## config.mk

```make
export PLATFORM = sky130hd
export DESIGN_NAME = if_fetch_ctrl
export DESIGN_NICKNAME = d
export VERILOG_FILES = /design/src/rtl/if_fetch_ctrl.sv
export SDC_FILE = /design/constraint.sdc
export NUM_CORES = 1
export LEC_CHECK = 0
export BUFFER_PORTS_ARGS = -buffer_cell sky130_fd_sc_hd__buf_2
export CORE_ASPECT_RATIO = 0.7
export CORE_UTILIZATION = 47
export CTS_BUF_LIST = sky130_fd_sc_hd__clkbuf_4
export DETAILED_ROUTE_END_ITERATION = 10
export PLACE_DENSITY = 0.77
export SYNTH_ARGS = -nofsm -noshare
export SYNTH_HDL_FRONTEND = slang
export SYNTH_SLANG_ARGS = --single-unit
export TNS_END_PERCENT = 50
```

## constraint.sdc

```tcl
create_clock -name CLK -period 3.44 [get_ports CLK]
set_input_delay 0.172 -clock CLK [delete_from_list [all_inputs] [get_ports CLK]]
set_output_delay 0.172 -clock CLK [all_outputs]
set_load 0.01 [all_outputs]
```

## src/rtl/if_fetch_ctrl.sv

```systemverilog
// Instruction-fetch controller: drives the instruction memory request, holds the IF/ID
// pipeline register, buffers one word across an ID stall and redirects fetch on branches.
module if_fetch_ctrl #(
    parameter logic [31:0] RESET_PC = 32'h0000_0000
) (
    input  logic        CLK,
    input  logic        RST_N,
    input  logic        STALL,
    input  logic        BRANCH_TAKEN,
    input  logic [31:0] BRANCH_TARGET,
    output logic        IMEM_REQ,
    output logic [31:0] IMEM_ADDR,
    input  logic        IMEM_ACK,
    input  logic [31:0] IMEM_RDATA,
    output logic        IF_VALID,
    output logic [31:0] IF_INSTR,
    output logic [31:0] IF_NPC
);

    typedef enum logic [1:0] {
        ST_IDLE  = 2'd0,
        ST_FETCH = 2'd1,
        ST_HOLD  = 2'd2,
        ST_DROP  = 2'd3
    } state_t;

    state_t      state_q, state_d;
    logic [31:0] pc_q, pc_d;
    logic        if_valid_q, if_valid_d;
    logic [31:0] if_instr_q, if_instr_d;
    logic [31:0] if_npc_q, if_npc_d;
    logic [31:0] skid_instr_q, skid_instr_d;
    logic [31:0] skid_npc_q, skid_npc_d;
    logic [31:0] tgt_q, tgt_d;
    logic [31:0] pc_plus4_s;
    logic        imem_req_s;

    // Wraps modulo 2^32; low address bits pass through untouched.
    assign pc_plus4_s = pc_q + 32'd4;

    // State and datapath registers with synchronous active-low reset.
    always_ff @(posedge CLK) begin
        if (!RST_N) begin
            state_q      <= ST_IDLE;
            pc_q         <= RESET_PC;
            if_valid_q   <= 1'b0;
            if_instr_q   <= 32'h0000_0000;
            if_npc_q     <= 32'h0000_0000;
            skid_instr_q <= 32'h0000_0000;
            skid_npc_q   <= 32'h0000_0000;
            tgt_q        <= 32'h0000_0000;
        end else begin
            state_q      <= state_d;
            pc_q         <= pc_d;
            if_valid_q   <= if_valid_d;
            if_instr_q   <= if_instr_d;
            if_npc_q     <= if_npc_d;
            skid_instr_q <= skid_instr_d;
            skid_npc_q   <= skid_npc_d;
            tgt_q        <= tgt_d;
        end
    end

    // Next-state and datapath update; a branch always outranks a stall.
    always_comb begin
        state_d      = state_q;
        pc_d         = pc_q;
        if_valid_d   = if_valid_q;
        if_instr_d   = if_instr_q;
        if_npc_d     = if_npc_q;
        skid_instr_d = skid_instr_q;
        skid_npc_d   = skid_npc_q;
        tgt_d        = tgt_q;
        case (state_q)
            ST_IDLE: begin
                state_d = ST_FETCH;
                if (BRANCH_TAKEN) begin
                    pc_d       = BRANCH_TARGET;
                    if_valid_d = 1'b0;
                end else begin
                    pc_d = pc_q;
                end
            end
            ST_FETCH: begin
                if (BRANCH_TAKEN) begin
                    if_valid_d = 1'b0;
                    if (IMEM_ACK) begin
                        pc_d    = BRANCH_TARGET;
                        state_d = ST_FETCH;
                    end else begin
                        // The request cannot be withdrawn, so remember where to go once it lands.
                        tgt_d   = BRANCH_TARGET;
                        state_d = ST_DROP;
                    end
                end else if (IMEM_ACK) begin
                    if (STALL) begin
                        skid_instr_d = IMEM_RDATA;
                        skid_npc_d   = pc_plus4_s;
                        state_d      = ST_HOLD;
                    end else begin
                        if_instr_d = IMEM_RDATA;
                        if_npc_d   = pc_plus4_s;
                        if_valid_d = 1'b1;
                        pc_d       = pc_plus4_s;
                        state_d    = ST_FETCH;
                    end
                end else begin
                    if (STALL) begin
                        if_valid_d = if_valid_q;
                    end else begin
                        if_valid_d = 1'b0;
                    end
                end
            end
            ST_HOLD: begin
                if (BRANCH_TAKEN) begin
                    pc_d       = BRANCH_TARGET;
                    if_valid_d = 1'b0;
                    state_d    = ST_FETCH;
                end else if (!STALL) begin
                    if_instr_d = skid_instr_q;
                    if_npc_d   = skid_npc_q;
                    if_valid_d = 1'b1;
                    pc_d       = pc_plus4_s;
                    state_d    = ST_FETCH;
                end else begin
                    state_d = ST_HOLD;
                end
            end
            ST_DROP: begin
                if_valid_d = 1'b0;
                if (IMEM_ACK) begin
                    pc_d    = BRANCH_TAKEN ? BRANCH_TARGET : tgt_q;
                    state_d = ST_FETCH;
                end else if (BRANCH_TAKEN) begin
                    tgt_d = BRANCH_TARGET;
                end else begin
                    tgt_d = tgt_q;
                end
            end
            default: begin
                state_d    = ST_IDLE;
                if_valid_d = 1'b0;
            end
        endcase
    end

    // Memory request is a pure decode of the registered state.
    always_comb begin
        imem_req_s = 1'b0;
        case (state_q)
            ST_FETCH: imem_req_s = 1'b1;
            ST_DROP:  imem_req_s = 1'b1;
            ST_IDLE:  imem_req_s = 1'b0;
            ST_HOLD:  imem_req_s = 1'b0;
            default:  imem_req_s = 1'b0;
        endcase
    end

    assign IMEM_REQ  = imem_req_s;
    assign IMEM_ADDR = pc_q;
    assign IF_VALID  = if_valid_q;
    assign IF_INSTR  = if_instr_q;
    assign IF_NPC    = if_npc_q;

endmodule

```

==> flow_summary.ini, run 1 <==
[yosys]
async_flop_share = 0
synth_edf_count = 0
synthCells = 1082
ys_dominant_reg_cell = dfxtp_1
syn-num-nets = 1156
ys_seq_elements = 195
synthesis.area_sq_um = 8970
ys_warn_count = 0
syn_area_per_cell_sq_um = 8.29
yosys.cell_types.count = 68
ys_seq_area_frac = 0.435

[grt]
grt_usage = 0.264
grt_pass1_vias = 8125
grt_overflow = 0
grt_start_max_net_pins = 167
antenna_found_initial = 1
grt_pass1_wl_um = 42000

[layout]
final_cell_mix = dfxtp_1, nand2_1, buf_2
multiInputGateArea_sq_um = 4630
num-fill-cells = 1690
layout_commonest_cell = dfxtp_1
final_area_sq_um = 10800
regArea_sq_um = 3900
drive_gt1_frac = 0.190
area_growth_pct = 19.9
insertedDiodeCount = 0
nets = 1329

[pwr]
leakagePower_nw = 4.04
power.density_nw_per_um2 = 437
ir_worst_vdd_v = 0.000247
fin_total_pwr_mw = 4.70

[worst_setup_path]
cp_slowest_stage_delay_ns = 0.69
critPathMaxFanout = 18
crit_type = reg -> reg
ff2ff_setup_slack_ns = 0.55
cp_slowest_cell = a221o_1
path_delay_family = simple AND/OR/NAND/NOR gates
reg2reg_to = IMEM_ADDR[10]$_SDFFE_PN0P_
critPathBufInv = 1
rr_worst_depth = 7
cp-end-kind = register
required_ns = 3.92
reg2reg_from = state_q[0]$_SDFFE_PN0P_
cp_data_arrival_time_ns = 3.38
path_cells = inv_1, ha_1, nor2b_1, a221o_1, nor2_1, o211a_1, nor4_1
cp-start-kind = register

[timing]
fin_setup_tns_ns = 0
setup_viol = 0
fmax_mhz = 346
max-slew-margin-rel = 0.245
tightest_slew_ns = 1.13
rsz0062_at_grt = false
post-route-period-util = 0.841
fin_skew_ns = 0.0249
hold_viol = 0
slew_viol_final = 0
period_needed_ns = 2.89

[floorplan]
fp.dieH_um = 118
die_area_sq_um = 19600
design.core.area_sq_um = 18400
die_w_um = 167
rows = 41
start_util = 0.488
ios = 167

[placed_design]
place.gp.congestion = 0.876
port-buffer-count = 166
place_area_sq_um = 9870
place_hpwl_um = 17300

[clock_network]
cts.path.max_buffers = 2
cts_max_level = 4
cts.sinks = 195
hold_buffers = 64
post_cts_resized = 0
post-cts-setup-buffers = 0
insertion_delay_ns = 0.59
cts_tree = built
numCtsBuffers = 17
clkTransAtPathRegs_ns = 0.15
root_buffer = clkbuf_4

[detailed_routing]
drc = 0
first_iter_violations = 745
routed_via_density = 5.84
num_vias = 8769
ant_nets = 0
drt_first_pass_iters = 5
drt_wl_total_um = 26100
wl_per_cell_um = 17.4

[min_path]
whs_path_depth = 3
hp-start = IMEM_ACK
hp-class = in -> reg
hold_end = state_q[0]$_SDFFE_PN0P_

[outcome]
status = completed

[job]
maxCapViolations = 0
worst reg2reg max path, stage by stage (launching register included):
cell,delay (ns)
dfxtp_1,0.42
inv_1,0.11
ha_1,0.53
nor2b_1,0.45
a221o_1,0.69
nor2_1,0.20
o211a_1,0.18
nor4_1,0.23
metal layers:
layer	global-route usage	up-vias	wire length (um)
met5	0	-	10
met4	0.0787	2	458
met3	0.0615	36	1930
met2	0.411	348	11800
met1	0.362	4149	11900
li1	-	4234	-
Yosys cell counts (5+ instances only):
cell type	n	area, sq um
a311oi_1	5	43.8
xor2_1	6	52.6
o21a_1	6	45.0
nand2_1	172	646
xnor2_1	12	105
a21oi_1	106	531
buf_4	5	37.5
nor2_1	101	379
a221o_1	7	70.1
mux2i_1	40	400
a31oi_1	9	56.3
ha_1	5	62.6
nor4_1	6	37.5
o21ai_0	41	205
o22ai_1	9	56.3
o211a_1	5	50.1
or3_1	7	43.8
dfxtp_1	195	3900
o211ai_1	14	105
a211oi_1	50	375
a221oi_1	10	87.6
a21o_1	5	37.5
clkbuf_1	56	210
and3_1	12	75.1
a21boi_0	6	45.0
nor3_1	35	175
buf_2	25	125
a22oi_1	12	90.1
nand4_1	11	68.8
o32ai_1	5	43.8
nand3_1	25	125
inv_1	12	45.0
flip-flops by register name, indices dropped and copies added (netlist names):
signal / cells
tgt_q: 32
skid_npc_q: 32
skid_instr_q: 32
IF_VALID: 1
state_q: 2
IF_NPC: 32
IF_INSTR: 32
IMEM_ADDR: 32
per-stage QoR:
| stage | setup slack (ns) | instances | hold WS [ns] | util |
|---|---|---|---|---|
| after detailed placement | 0.669 | 1408 | 0.431 | 0.537 |
| final | 0.548 | 1502 | 0.0682 | 0.585 |
| after floorplan | 1.23 | 1082 | 0.308 | - |
| after CTS | 0.680 | 1502 | 0.0207 | 0.585 |
| after global placement | 0.850 | 1408 | 0.424 | 0.537 |
| after global routing | 0.372 | 1502 | 0.0379 | 0.585 |
worst max path at each step:
stage	start	endpoint	slack, ns	depth (start not counted)
floorplan	state_q[0]$_SDFFE_PN0P_	IMEM_ADDR[22]$_SDFFE_PN0P_	1.23	10
global placement	state_q[1]$_SDFFE_PN0P_	IMEM_ADDR[12]$_SDFFE_PN0P_	0.85	7
detailed placement	state_q[0]$_SDFFE_PN0P_	IMEM_ADDR[10]$_SDFFE_PN0P_	0.67	7
CTS	state_q[0]$_SDFFE_PN0P_	IMEM_ADDR[12]$_SDFFE_PN0P_	0.68	7
global route	state_q[1]$_SDFFE_PN0P_	IMEM_ADDR[12]$_SDFFE_PN0P_	0.37	7
finish	state_q[0]$_SDFFE_PN0P_	IMEM_ADDR[10]$_SDFFE_PN0P_	0.55	7
where the power goes:
| part | leakage, nW | internal, mW | total, mW | switching (mW) |
|---|---|---|---|---|
| registers | 1.58 | 2.39 | 2.58 | 0.186 |
| logic | 2.32 | 0.406 | 0.956 | 0.550 |
| clock network | 0.138 | 0.365 | 1.17 | 0.802 |
| total | 4.04 | 3.16 | 4.70 | 1.54 |
final cells by class:
type | count | area share
multi-input combinational | 781 | 0.430
sequential | 195 | 0.363
timing repair buffer | 246 | 0.152
tap | 236 | 0.0275
clock buffer | 18 | 0.0126
clock inverter | 12 | 0.0100
inverter | 14 | 0.00512
cell families after synthesis:
| logic type | Yosys count | share of synthesized area |
|---|---|---|
| compound gates | 317 | 0.234 |
| flops | 195 | 0.435 |
| buf+inv | 106 | 0.0516 |
| fa+ha+maj | 5 | 0.00698 |
| mux | 42 | 0.0472 |
| simple gates | 399 | 0.208 |
| xor+xnor | 18 | 0.0176 |
Note: power is estimated with default switching activity, not from simulation.
==> inputs of run 2 (changes only) <==
--- a/config.mk
+++ b/config.mk
@@ -10,7 +10,7 @@
 export CORE_UTILIZATION = 47
 export CTS_BUF_LIST = sky130_fd_sc_hd__clkbuf_4
 export DETAILED_ROUTE_END_ITERATION = 10
-export PLACE_DENSITY = 0.77
+export PLACE_DENSITY = 0.8
 export SYNTH_ARGS = -nofsm -noshare
 export SYNTH_HDL_FRONTEND = slang
 export SYNTH_SLANG_ARGS = --single-unit
==> constraint.sdc (replaced) <==
create_clock -name CLK -period 2.5 [get_ports CLK]
set_input_delay 0.125 -clock CLK [delete_from_list [all_inputs] [get_ports CLK]]
set_output_delay 0.125 -clock CLK [all_outputs]
set_load 0.01 [all_outputs]
==> flow_summary.ini, run 2 (synthesis gave the netlist of run 1 again) <==
[worst_setup_path]
cp_data_arrival_time_ns = 2.86
cp-start-kind = register
required_ns = 3.01
cp-end-kind = register
ff2ff_setup_slack_ns = 0.15
path_delay_family = compound AO/OA/AOI/OAI gates
critPathMaxFanout = 10
cp_slowest_cell = dfxtp_1
path_cells = inv_1, ha_1, nor2b_1, buf_4, a221oi_2, nand2_1, o32a_1, o21ai_0
crit_type = reg -> reg
critPathBufInv = 2
cp_slowest_stage_delay_ns = 0.41

[job]
maxCapViolations = 0

[timing]
setup_viol = 0
max-slew-margin-rel = 0.411
hold_viol = 0
slew_viol_final = 0
whs_ns = 0.0963
post-route-period-util = 0.939
rsz0062_at_grt = false
fin_skew_ns = 0.0267
fmax_mhz = 426
tightest_slew_ns = 0.884
fin_setup_tns_ns = 0
fin_ws_ns = 0.152
period_needed_ns = 2.35

[detailed_routing]
first_iter_violations = 833
ant_nets = 0
drc = 0
drt_first_pass_iters = 5
num_vias = 8850
wl_per_cell_um = 17.0
routed_via_density = 5.78
drt_wl_total_um = 26100

[placed_design]
dp.cells = 1432
place_hpwl_um = 17800
post-place-ws_ns = 0.121
port-buffer-count = 166
place.gp.congestion = 0.934

[clock_network]
numCtsBuffers = 17
cts.sinks = 195
root_buffer = clkbuf_4
cts_tree = built
clkTransAtPathRegs_ns = 0.16
cts_max_level = 4
cts.path.max_buffers = 2
insertion_delay_ns = 0.59

[floorplan]
ios = 167
design.core.area_sq_um = 18400
fp.dieH_um = 118
die_w_um = 167
rows = 41
start_util = 0.488
die_area_sq_um = 19600

[layout]
nets = 1355
instances_no_fill = 1530
drive_gt1_frac = 0.208
layout_commonest_cell = dfxtp_1
area_growth_pct = 23.1
insertedDiodeCount = 0
final_cell_mix = dfxtp_1, nand2_1, buf_2

[grt]
grt_overflow = 0
grt_pass1_vias = 8295
grt_usage = 0.267
grt_pass1_wl_um = 42400
grt_start_max_net_pins = 84
antenna_found_initial = 0

[pwr]
leakagePower_nw = 4.20
power.density_nw_per_um2 = 615
ir_worst_vdd_v = 0.000313

[min_path]
hp-class = in -> reg

[outcome]
status = completed
[run 2: cell count changes in the layout (fill, tap and decap cells not counted), moves of 2 or more]
cell and delta:
clkinv_2 -3, clkinv_4 +2, bufinv_16 +2, dlygate4sd3_1 +2
buf_4 +22
[run 2: metrics by stage]
stage               instance area (sq um)  power, mW   util
floorplan                            8970       4.36      -
global placement                    10100       4.85  0.548
detailed placement                  10100       4.89  0.548
CTS                                 11000       6.81  0.601
global route                        11000       7.13  0.601
finish                              11000       6.79  0.601
[run 2: repair_timing]
item | 4_1_cts | 5_1_grt
endpoints found under the hold margin | 127 | 0
setup endpoints to repair | 0 | 14
hold buffers | 66 | 0
resized for setup | 0 | 3
setup buffers | 0 | 0
[run 2: tightest hold or removal path: stages]
cell	delay (ns)
buf_2	0.13
inv_4	0.07
nor2_1	0.11
a21oi_1	0.14
o21ai_1	0.07
[run 2: area by class of cell]
class,instances,area [sq um]
Clock inverter,14,178
Tap cell,236,295
Timing Repair Buffer,272,1850
Fill cell,1651,7320
Sequential cell,195,3900
Inverter,14,55.1
Clock buffer,18,135
Multi-Input combinational cell,781,4630
[run 2: worst paths after layout]
check,startpoint,to,cells past startpoint
setup / recovery,state_q[0]$_SDFFE_PN0P_,IMEM_ADDR[30]$_SDFFE_PN0P_,8
setup reg to reg,state_q[0]$_SDFFE_PN0P_,IMEM_ADDR[30]$_SDFFE_PN0P_,8
hold / removal,RST_N,IMEM_ADDR[28]$_SDFFE_PN0P_,5
hold reg to reg,IF_NPC[7]$_SDFFE_PN0P_,IF_NPC[7]$_SDFFE_PN0P_,2
[run 2: power by group]
group	internal, mW	switching [mW]	total (mW)
combinational	0.615	0.833	1.45
sequential	3.29	0.209	3.50
clock	0.721	1.13	1.85
[run 2: per-layer routing]
metal  vias to the layer above  track usage  share of wire
met3                        53       0.0646          0.080
met5                         -            0              0
met2                       379        0.415           0.45
met1                      4136        0.359           0.45
li1                       4282            -              -
met4                         0       0.0926          0.022
==> inputs of run 3 (changes only) <==
--- a/config.mk
+++ b/config.mk
@@ -5,12 +5,14 @@
 export SDC_FILE = /design/constraint.sdc
 export NUM_CORES = 1
 export LEC_CHECK = 0
-export BUFFER_PORTS_ARGS = -buffer_cell sky130_fd_sc_hd__buf_2
 export CORE_ASPECT_RATIO = 0.7
 export CORE_UTILIZATION = 47
 export CTS_BUF_LIST = sky130_fd_sc_hd__clkbuf_4
 export DETAILED_ROUTE_END_ITERATION = 10
-export PLACE_DENSITY = 0.8
+export DONT_BUFFER_PORTS = 1
+export GPL_TIMING_DRIVEN = 0
+export PLACE_DENSITY = 0.72
+export REMOVE_ABC_BUFFERS = 1
 export SYNTH_ARGS = -nofsm -noshare
 export SYNTH_HDL_FRONTEND = slang
 export SYNTH_SLANG_ARGS = --single-unit
==> flow_summary.ini, run 3 (synthesis gave the netlist of run 1 again) <==
[detailed_routing]
route.met2.wl_um = 11800
drc = 0
routed_via_density = 6.14
drt_first_pass_iters = 5
met3_length_um = 3600
num_vias = 8319
drt_wl_total_um = 27900
highest_layer = met4
met1_length_um = 12100
ant_nets = 0
first_iter_violations = 973
wl_per_cell_um = 20.6

[layout]
insertedDiodeCount = 0
drive_gt1_frac = 0.100
final_cell_mix = dfxtp_1, nand2_1, a21oi_1
area_growth_pct = 16.0
nets = 1180
num-fill-cells = 1692
layout_commonest_cell = dfxtp_1
final_util = 0.566

[timing]
max-slew-margin-rel = 0.346
hold_viol = 0
fmax_mhz = 414
rsz0062_at_grt = false
tightest_slew_ns = 0.980
setup_viol = 0
period_needed_ns = 2.41
post-route-period-util = 0.965
fin_skew_ns = 0.0319
slew_viol_final = 0

[grt]
grt_overflow = 0
grt_usage = 0.268
antenna_found_initial = 0
grt_pass1_wl_um = 41600
grt_pass1_vias = 7585
grt_start_max_net_pins = 113

[floorplan]
fp.dieH_um = 118
start_util = 0.488
die_w_um = 167
die_area_sq_um = 19600
ios = 167
rows = 41
design.core.area_sq_um = 18400

[outcome]
status = completed

[clock_network]
cts_max_level = 4
clkTransAtPathRegs_ns = 0.17
cts.path.max_buffers = 2
insertion_delay_ns = 0.59
cts_tree = built
cts.sinks = 195
numCtsBuffers = 17
root_buffer = clkbuf_4

[worst_setup_path]
crit_type = reg -> reg
cp_data_arrival_time_ns = 2.86
critPathMaxFanout = 7
cp-end-kind = register
cp-start-kind = register
required_ns = 2.95

[pwr]
power.density_nw_per_um2 = 639
leakagePower_nw = 3.43
ir_worst_vdd_v = 0.000372
fin_total_pwr_mw = 6.64

[placed_design]
place.gp.congestion = 0.865
place_hpwl_um = 17000
port-buffer-count = 0

[job]
maxCapViolations = 0

[min_path]
hp-class = in -> reg
[run 3: where the power goes]
part / internal, mW / total [mW] / switching (mW)
registers: 3.29 / 3.63 / 0.341
clock network: 0.638 / 1.79 / 1.15
logic: 0.503 / 1.23 / 0.723
total: 4.43 / 6.64 / 2.21
[run 3: final cells by class]
cell class / instances / area [sq um] / area share
clock buffer: 19 / 143 / 0.0137
multi-input combinational: 784 / 4810 / 0.462
inverter: 14 / 61.3 / 0.00590
clock inverter: 13 / 150 / 0.0144
timing repair buffer: 93 / 1030 / 0.0988
timing repair inverter: 1 / 5.00 / 0.000481
tap: 236 / 295 / 0.0284
sequential: 195 / 3910 / 0.376
[run 3: repair_timing]
| item | CTS | global route |
|---|---|---|
| hold buffers | 70 | 2 |
| buffers inserted | 5 | 5 |
| endpoints found under the setup margin | 129 | 39 |
| pin swaps | 2 | 3 |
| gates resized for setup | 25 | 14 |
| cloned | 0 | 4 |
| endpoints found under the hold margin | 175 | 3 |
[run 3: layer usage]
layer  GRT usage  vias up
li1            -     3969
met5           0        -
met2       0.391      415
met4      0.0787        0
met3      0.0794       33
met1       0.379     3902
[run 3: through the flow]
stage	cell area (sq um)	instances	hold WS, ns	setup slack (ns)	TNS [ns]
2_1_floorplan	8560	990	0.242	-5.72	-368.82
3_3_place_gp	8850	1226	0.261	-10.07	-818.40
3_5_place_dp	9070	1237	0.263	-0.783	-29.68
4_1_cts	10200	1344	0.0278	0.00447	0
5_1_grt	10400	1355	0.0445	0.0198	0
6_report	10400	1355	0.0774	0.0863	0
[run 3: path summary, 6_finish.rpt]
path | startpoint | end | slack, ns | cells after the start
worst max-delay path | IMEM_ADDR[3]$_SDFFE_PN0P_ | skid_npc_q[30]$_SDFFE_PN0P_ | 0.09 | 6
worst min-delay path | STALL | IMEM_ADDR[23]$_SDFFE_PN0P_ | 0.08 | 3
worst max register to register | IMEM_ADDR[3]$_SDFFE_PN0P_ | skid_npc_q[30]$_SDFFE_PN0P_ | 0.09 | 6
worst min register to register | skid_instr_q[16]$_SDFFE_PN0P_ | skid_instr_q[16]$_SDFFE_PN0P_ | 0.46 | 2
[run 3: worst max-delay path, stage by stage, from the launching register on]
cell and delay [ns]:
dfxtp_1 0.50, ha_1 0.27, nand3_2 0.28, nor4_4 0.48, nand4_1 0.33, xnor2_1 0.31, a21oi_1 0.10
